[config.mk]
export PLATFORM = sky130hd
export DESIGN_NAME = usbdev_iomux_sw
export DESIGN_NICKNAME = d
export VERILOG_FILES = /design/src/rtl/usbdev_iomux_sw.sv
export SDC_FILE = /design/constraint.sdc
export NUM_CORES = 1
export LEC_CHECK = 0
export ABC_AREA = 1
export CORE_MARGIN = 8
export CORE_UTILIZATION = 46
export DETAILED_ROUTE_END_ITERATION = 7
export PLACE_DENSITY = 0.86
export SLEW_MARGIN = 20
export SYNTH_ARGS = -nofsm -noshare
export SYNTH_HDL_FRONTEND = slang
export SYNTH_SLANG_ARGS = --single-unit
[constraint.sdc]
create_clock -name clk_i -period 1.6 [get_ports clk_i]
set_clock_uncertainty 0.1 [all_clocks]
set_input_delay 0.32 -clock clk_i [delete_from_list [all_inputs] [get_ports clk_i]]
set_output_delay 0.32 -clock clk_i [all_outputs]
set_load 0.02 [all_outputs]
[src/rtl/usbdev_iomux_sw.sv]
// USB PHY IO mux: engine/override source select with drained, guarded switchover,
// plus RX synchronisers and a debounced VBUS sense.
module usbdev_iomux_sw #(
  parameter int SyncStages   = 2,
  parameter int FilterCycles = 16,
  parameter int GuardCycles  = 4
) (
  input  logic clk_i,
  input  logic rst_i,
  input  logic ovr_en_i,
  input  logic ovr_dp_i,
  input  logic ovr_dn_i,
  input  logic ovr_d_i,
  input  logic ovr_se0_i,
  input  logic ovr_oe_i,
  input  logic ovr_dp_pullup_i,
  input  logic ovr_dn_pullup_i,
  input  logic ovr_rx_enable_i,
  input  logic eng_dp_i,
  input  logic eng_dn_i,
  input  logic eng_d_i,
  input  logic eng_se0_i,
  input  logic eng_oe_i,
  input  logic eng_dp_pullup_i,
  input  logic eng_dn_pullup_i,
  input  logic eng_rx_enable_i,
  input  logic usb_rx_dp_i,
  input  logic usb_rx_dn_i,
  input  logic usb_rx_d_i,
  input  logic cio_usb_sense_i,
  output logic usb_tx_dp_o,
  output logic usb_tx_dn_o,
  output logic usb_tx_d_o,
  output logic usb_tx_se0_o,
  output logic usb_tx_oe_o,
  output logic usb_dp_pullup_en_o,
  output logic usb_dn_pullup_en_o,
  output logic usb_rx_enable_o,
  output logic usb_rx_dp_o,
  output logic usb_rx_dn_o,
  output logic usb_rx_d_o,
  output logic usb_pwr_sense_raw_o,
  output logic usb_pwr_sense_o,
  output logic ovr_active_o,
  output logic switch_busy_o
);

  localparam int GW = $clog2(GuardCycles + 1);
  localparam int FW = $clog2(FilterCycles + 1);
  localparam logic [GW-1:0] GUARD_LAST = GW'(GuardCycles - 1);
  localparam logic [GW-1:0] GUARD_ONE  = GW'(1);
  localparam logic [FW-1:0] FILT_LAST  = FW'(FilterCycles - 1);
  localparam logic [FW-1:0] FILT_ONE   = FW'(1);
  // TX vectors are {dp, dn, d, se0, oe}; idle is J-like with the driver off.
  localparam logic [4:0] TX_IDLE = 5'b10100;

  typedef enum logic [2:0] {
    ST_ENGINE    = 3'd0,
    ST_DRAIN     = 3'd1,
    ST_GUARD_OVR = 3'd2,
    ST_OVR       = 3'd3,
    ST_GUARD_ENG = 3'd4
  } state_e;

  // Switch handshake: ovr_en_i is a level request; ovr_active_o is the grant and
  // rises only after the engine has drained and the guard interval has elapsed.
  state_e          state_q;
  logic [GW-1:0]   guard_cnt_q;
  logic [4:0]      tx_q;
  logic [2:0]      ctl_q;
  logic            busy_q;
  logic            active_q;
  logic [4:0]      eng_tx, ovr_tx;
  logic [2:0]      eng_ctl, ovr_ctl;

  assign eng_tx  = {eng_dp_i, eng_dn_i, eng_d_i, eng_se0_i, eng_oe_i};
  assign ovr_tx  = {ovr_dp_i, ovr_dn_i, ovr_d_i, ovr_se0_i, ovr_oe_i};
  assign eng_ctl = {eng_dp_pullup_i, eng_dn_pullup_i, eng_rx_enable_i};
  assign ovr_ctl = {ovr_dp_pullup_i, ovr_dn_pullup_i, ovr_rx_enable_i};

  always_ff @(posedge clk_i or posedge rst_i) begin
    if (rst_i) begin
      state_q     <= ST_ENGINE;
      guard_cnt_q <= '0;
      tx_q        <= TX_IDLE;
      ctl_q       <= '0;
      busy_q      <= 1'b0;
      active_q    <= 1'b0;
    end else begin
      // Pullups and rx_enable simply hold while a guard state is active.
      case (state_q)
        ST_ENGINE, ST_DRAIN: begin
          tx_q  <= eng_tx;
          ctl_q <= eng_ctl;
        end
        ST_OVR: begin
          tx_q  <= ovr_tx;
          ctl_q <= ovr_ctl;
        end
        default: tx_q <= TX_IDLE;
      endcase
      busy_q   <= (state_q == ST_DRAIN) || (state_q == ST_GUARD_OVR) ||
                  (state_q == ST_GUARD_ENG);
      active_q <= (state_q == ST_OVR);

      case (state_q)
        ST_ENGINE: begin
          if (ovr_en_i) begin
            state_q     <= eng_oe_i ? ST_DRAIN : ST_GUARD_OVR;
            guard_cnt_q <= '0;
          end
        end
        ST_DRAIN: begin
          if (!ovr_en_i) begin
            state_q <= ST_ENGINE;
          end else if (!eng_oe_i) begin
            state_q     <= ST_GUARD_OVR;
            guard_cnt_q <= '0;
          end
        end
        ST_GUARD_OVR: begin
          if (!ovr_en_i) begin
            state_q     <= ST_GUARD_ENG;
            guard_cnt_q <= '0;
          end else if (guard_cnt_q == GUARD_LAST) begin
            state_q     <= ST_OVR;
            guard_cnt_q <= '0;
          end else begin
            guard_cnt_q <= guard_cnt_q + GUARD_ONE;
          end
        end
        ST_OVR: begin
          if (!ovr_en_i) begin
            state_q     <= ST_GUARD_ENG;
            guard_cnt_q <= '0;
          end
        end
        ST_GUARD_ENG: begin
          if (ovr_en_i) begin
            state_q     <= ST_GUARD_OVR;
            guard_cnt_q <= '0;
          end else if (guard_cnt_q == GUARD_LAST) begin
            state_q     <= ST_ENGINE;
            guard_cnt_q <= '0;
          end else begin
            guard_cnt_q <= guard_cnt_q + GUARD_ONE;
          end
        end
        default: begin
          state_q     <= ST_ENGINE;
          guard_cnt_q <= '0;
        end
      endcase
    end
  end

  // Synchroniser lanes are {dp, dn, d, sense}.
  logic [3:0]    sync_q [SyncStages];
  logic [3:0]    sync_out;
  logic          sense_prev_q;
  logic          sense_filt_q;
  logic [FW-1:0] filt_cnt_q, filt_cnt_d;

  assign sync_out = sync_q[SyncStages-1];

  always_ff @(posedge clk_i or posedge rst_i) begin
    if (rst_i) begin
      for (int i = 0; i < SyncStages; i++) sync_q[i] <= '0;
    end else begin
      sync_q[0] <= {usb_rx_dp_i, usb_rx_dn_i, usb_rx_d_i, cio_usb_sense_i};
      for (int i = 1; i < SyncStages; i++) sync_q[i] <= sync_q[i-1];
    end
  end

  // filt_cnt_d equals the number of stable cycles so far minus one, saturating.
  always_comb begin
    filt_cnt_d = filt_cnt_q;
    if (sync_out[0] != sense_prev_q) filt_cnt_d = '0;
    else if (filt_cnt_q != FILT_LAST) filt_cnt_d = filt_cnt_q + FILT_ONE;
  end

  always_ff @(posedge clk_i or posedge rst_i) begin
    if (rst_i) begin
      sense_prev_q <= 1'b0;
      sense_filt_q <= 1'b0;
      filt_cnt_q   <= '0;
    end else begin
      sense_prev_q <= sync_out[0];
      filt_cnt_q   <= filt_cnt_d;
      if (filt_cnt_d == FILT_LAST) sense_filt_q <= sync_out[0];
    end
  end

  assign {usb_tx_dp_o, usb_tx_dn_o, usb_tx_d_o, usb_tx_se0_o, usb_tx_oe_o} = tx_q;
  assign {usb_dp_pullup_en_o, usb_dn_pullup_en_o, usb_rx_enable_o}       = ctl_q;
  assign {usb_rx_dp_o, usb_rx_dn_o, usb_rx_d_o} = sync_out[3:1];
  assign usb_pwr_sense_raw_o = sync_out[0];
  assign usb_pwr_sense_o     = sense_filt_q;
  assign ovr_active_o        = active_q;
  assign switch_busy_o       = busy_q;

endmodule

==> impl_results.md <==
- Die Footprint: 4850 sq um
- Tcrit/Tclk final: 95.9%
- Bufs and invs on worst path: 1
- Asr flop ratio synth: 100%
- H-tree depth: 2
- NetSw: 1.05 mW
- FMAX: 652 MHz
- Wire per inst: 14.0 microns
- Total gr overflow: 0
- Largest delay share family, worst path: flip-flops
- Post-synth EDFFs: 0
- Critical-path cell list: clkdlybuf4s15_2
- Hpwl dp: 2430 microns
- Synth warnings: 0
- Root Driver: clkbuf_4
- Setup-failing EPs final: 0
- CP startpoint: tx_q[2]
- Core footprint: 2760 sq um
- Initial Util: 48.0%
- Largest net degree at the start of global routing: 32
- Max Cap Viol: 0
- DR pass1 iterations: 4
- Grt met2 use: 22.5%
- Clock transition at the registers of the reported paths: 110 ps
- Reg2reg start: filt_cnt_q[1]
- P&R area growth vs syn: 39.7%
- Layout cells sized above 1: 14.4%
- Crit path max fanout: 1
- Post-Syn Area: 1330 sq um
- Outcome: complete, no violations
- Crit path time final: 1530 ps
- Clk_lat worst skew: 340 ps
- # DRC: 0
- M1 GR Usage: 12.9%
- Critical path class: reg2out
- Via count: 1160
- Initial antenna violation count: 0
- Sequential share of power: 39.8%
- Reg2Reg Depth: 8
- WL final: 3170 microns
- #FFs+latches synth: 31
- Final hold violation count: 0
- Number of global-route vias before repair: 1204
- Critical-path top delay cell: dfstp_2
- Placer congestion estimate: 0.907
- Die X: 69.7 microns
- Dominant cells by area after synthesis: dfrtp_1, nand2_1, nand3_1
- P_leak: 0.936 nW
- Sw Ratio: 37.9%
- Port Buffers: 37
- Busiest grt layer: met2
- Total power: 2.78 mW
- Worst setup SP type: flip-flop
- Synth area leader: dfrtp_1
- GRT Overall Usage: 13.4%
- Peak supply drop: 1.37 mV
- Final ANT Viol Nets: 0
- HP Class: in2async
- GR Util met3: 7.87%
- Power per cell area: 1500 nW/um^2
- Vert. Die Dim: 69.7 microns
- P_int: 1.73 mW
- Top FF cell, synth: dfrtp_1
- Clock power share: 21.9%
- Syn nets: 171
- Clk buf depth: 2
- First-pass GRT wire length: 5330 microns
- Distinct cells, synth: 24
- CTS tree: yes
- Slew HR: 84.8%
- IO Count: 38
- Logic pwr share: 38.4%
- FF-to-FF setup slack: 150 ps
- Place WS: -116 ps
- # rows: 19
- Setup TNS: 0 ps
- Top cells by count, synth: nand2_1, dfrtp_1, inv_1, nand3_1, nor2_1
- PnR worst setup slack: 66.0 ps
- Seq/Total Area, Yosys: 58.7%
- Yosys top cell area share: 54.8%
- Required @ worst endpoint: 1180 ps
- Number of clock buffers inserted by TritonCTS: 5
- Top-count cell post-synth: nand2_1
- RSZ-0062 raised after global routing: no
- Final hold slack: 204 ps
- Via density: 5.13
- Sink Count: 31
- R2r endpoint: usb_pwr_sense_o
- Cells after Synth: 146
- Final design utilization: 67.1%
- Nets: 219
- Critical path's largest stage delay: 530 ps
- CP Capture Type: output pin
- Slew @ Worst Pin: 226 ps
- Worst path arrival time: 1110 ps
- Syn Area/Cell: 9.08 sq um
- ANT cells: 0
- First-iteration detailed-routing DRC count: 84
- Slew Limit Fails: 0
==> power by group through the flow <==
stage | Sequential [mW] | Clock (mW) | Combinational (mW)
after CTS | 1.11 | 0.626 | 1.06
final | 1.11 | 0.608 | 1.07
after floorplan | 1.26 | 0 | 0.537
after global placement | 1.11 | 0 | 1.09
after global routing | 1.13 | 0.663 | 1.18
after detailed placement | 1.13 | 0 | 1.13
==> stage by stage <==
step | instances | instance area (sq um)
after global placement | 217 | 1770
after global routing | 226 | 1850
after detailed placement | 217 | 1770
after CTS | 225 | 1840
after floorplan | 146 | 1330
final | 226 | 1850
==> repair_timing <==
action / 4_1_cts / 5_1_grt
hold buffers: 0 / 0
gates resized for setup: 19 / 4
cloned: 0 / 0
endpoints found under the hold margin: 0 / 0
buffers inserted: 0 / 1
pin swaps: 0 / 1
setup endpoints to repair: 15 / 2
==> worst max path at each step <==
stage	depth (start not counted)	to
6_report	1	usb_tx_d_o
4_1_cts	1	usb_pwr_sense_raw_o
3_5_place_dp	8	state_q[2]
5_1_grt	9	usb_pwr_sense_o
2_1_floorplan	9	usb_pwr_sense_o
3_3_place_gp	6	guard_cnt_q[2]
==> tightest hold or removal path, stage by stage <==
cell and delay (ps):
clkdlybuf4s50_1 400, inv_1 90, buf_12 200
==> kinds of logic after synthesis <==
family | count (synthesis) | synth area share (%)
DFF | 31 | 58.7
AOI/OAI and AO/OA | 16 | 7.27
adders and majority gates | 2 | 1.89
and+or+nand+nor | 75 | 25.4
buffers and inverters | 22 | 6.70
==> layout make-up <==
class | instances | area (sq um)
flip-flops and latches | 31 | 778
clock inverters | 3 | 43.8
repair buffers | 42 | 408
multi-input cells | 93 | 463
inverters | 21 | 81.3
clock buffers | 5 | 37.5
well taps | 31 | 38.8
fillers | 208 | 907
==> placed cells by master, fill, tap and decap left out, types with 2 or more instances in the layout <==
master	instances
a21oi_1	2
a22o_1	2
a31oi_1	3
buf_4	4
clkbuf_4	5
clkdlybuf4s15_2	2
clkdlybuf4s50_1	22
dfrtp_1	29
dfstp_2	2
dlygate4sd2_1	12
inv_1	18
inv_2	2
nand2_1	36
nand2_2	2
nand3_1	16
nand4_1	3
nor2_1	11
nor2_2	3
o21ai_1	6
==> layer usage <==
metal	part of all wire, %	vias up	routed length [microns]
met2	52	50	1660
met3	9.0	4	287
li1	-	563	-
met1	38	543	1200
met4	0.66	0	21
met5	0	-	0
==> state kept, by name (all words and copies together), names as in the netlist <==
register         cells
ctl_q                3
filt_cnt_q           5
guard_cnt_q          3
ovr_active_o         1
sense_prev_q         1
state_q              3
switch_busy_o        1
sync_out             4
sync_q               4
tx_q                 5
usb_pwr_sense_o      1
Note: power is estimated with default switching activity, not from simulation.
==> variant, RTL diff (same flow settings) <==
Set the parameter `GuardCycles` to 8 (it was 4).
--- a/src/rtl/usbdev_iomux_sw.sv
+++ b/src/rtl/usbdev_iomux_sw.sv
@@ -5,3 +5,3 @@
   parameter int FilterCycles = 16,
-  parameter int GuardCycles  = 4
+  parameter int GuardCycles  = 8
 ) (
Formal check against the unedited RTL: not equivalent (a bounded check fails within 10 cycles, from zero or initial values and one cycle with rst_i high).
==> variant against the original RTL <==
- sequential cell count is 1 higher
- wire length down 5.5%
- total power grew 1.1%
- setup slack better by 4.5 ps
- largest cell class unchanged
- synthesized cell count is 4.8% higher
- area after synthesis increased by 7.2%
- design area grew 7.0%
==> variant: results <==
set metrics [dict create \
    ys_top_cells_by_area "dfrtp_1 (53%), nand2_1 (10%), nand3_1 (6.7%)" \
    wl_met3_um 148 \
    drt-total-wl_um 3000 \
    routabilityCongestion 0.859 \
    grt_use_met2 0.216 \
    htree_levels 2 \
    drt-initial-drc-count 52 \
    ys_warn_count 0 \
    vias 1179 \
    critPathCapture "usb_tx_d_o" \
    root_buffer "clkbuf_4" \
    instances_no_fill 238 \
    vdd_drop_max_mv 0.847 \
    final_nets 229 \
    status "completed" \
    ys_top_cells_by_count "nand2_1 (39), dfrtp_1 (30), inv_1 (19), nand3_1 (19), nor2_1 (7)" \
    dp_hpwl_um 2310 \
    syn-num-nets 178 \
    max-slew-margin-rel 0.843 \
    grt_usage 0.125 \
    grt_util_met1 0.126 \
    dp_slack_ps -36.1 \
    yosysSeqAreaShare 0.566 \
    wl_met1_um 1190 \
    fmax_mhz 654 \
    placed_cell_area_um2 1890 \
    grt_pass1_wl_um 5000 \
    leakage_nw 0.979 \
    cp_slowest_cell "dfstp_2" \
    r2r_setup_slack_ps 120 \
    p_sw_mw 1.02 \
    wl_met2_um 1560 \
    use_met3 0.0460 \
]
[variant: cell type report]
type                       instances  share of cell area
timing repair buffer              45               0.217
inverter                          21              0.0411
tap                               33              0.0208
clock inverter                     3              0.0215
sequential                        32               0.406
clock buffer                       5              0.0190
multi-input combinational         99               0.275
[variant: cell families (layout without fill, tap and decap cells)]
| family | count (synthesis) | in the layout | share of synthesized area |
|---|---|---|---|
| AND/OR/NAND/NOR | 79 | 79 | 0.256 |
| adder cells (fa/ha/maj) | 2 | 2 | 0.0176 |
| flip-flops | 32 | 32 | 0.566 |
| buffers and inverters | 22 | 74 | 0.0608 |
| AO/OA/AOI/OAI | 15 | 15 | 0.0819 |
| XOR/XNOR | 3 | 3 | 0.0185 |
[variant: how the worst min path moves through the flow]
stage	depth (start not counted)	endpoint	slack (ps)
6_report	3	sync_out[3]$_DFF_PP0_	220
5_1_grt	3	sync_out[3]$_DFF_PP0_	230
4_1_cts	3	state_q[2]$_DFFE_PP0P_	210
3_3_place_gp	0	sync_out[0]$_DFF_PP0_	230
2_1_floorplan	0	sync_out[0]$_DFF_PP0_	230
3_5_place_dp	0	sync_out[1]$_DFF_PP0_	240
[variant: power by group through the flow]
stage	Clock, mW	Sequential, mW	Combinational (mW)
after floorplan	0	1.28	0.558
after global placement	0	1.14	1.15
after detailed placement	0	1.15	1.16
after CTS	0.621	1.12	1.10
after global routing	0.654	1.14	1.22
final	0.594	1.13	1.09
[variant: through the flow]
step / utilization / TNS (ps)
floorplan: - / 0
global placement: 0.630 / -26.5
detailed placement: 0.630 / -151
CTS: 0.652 / 0
global route: 0.660 / -3.57
finish: 0.660 / 0
[variant: timing repair]
action,4_1_cts,5_1_grt
setup buffers,0,1
endpoints found under the setup margin,15,1
pin swaps,0,1
gates resized for setup,19,3
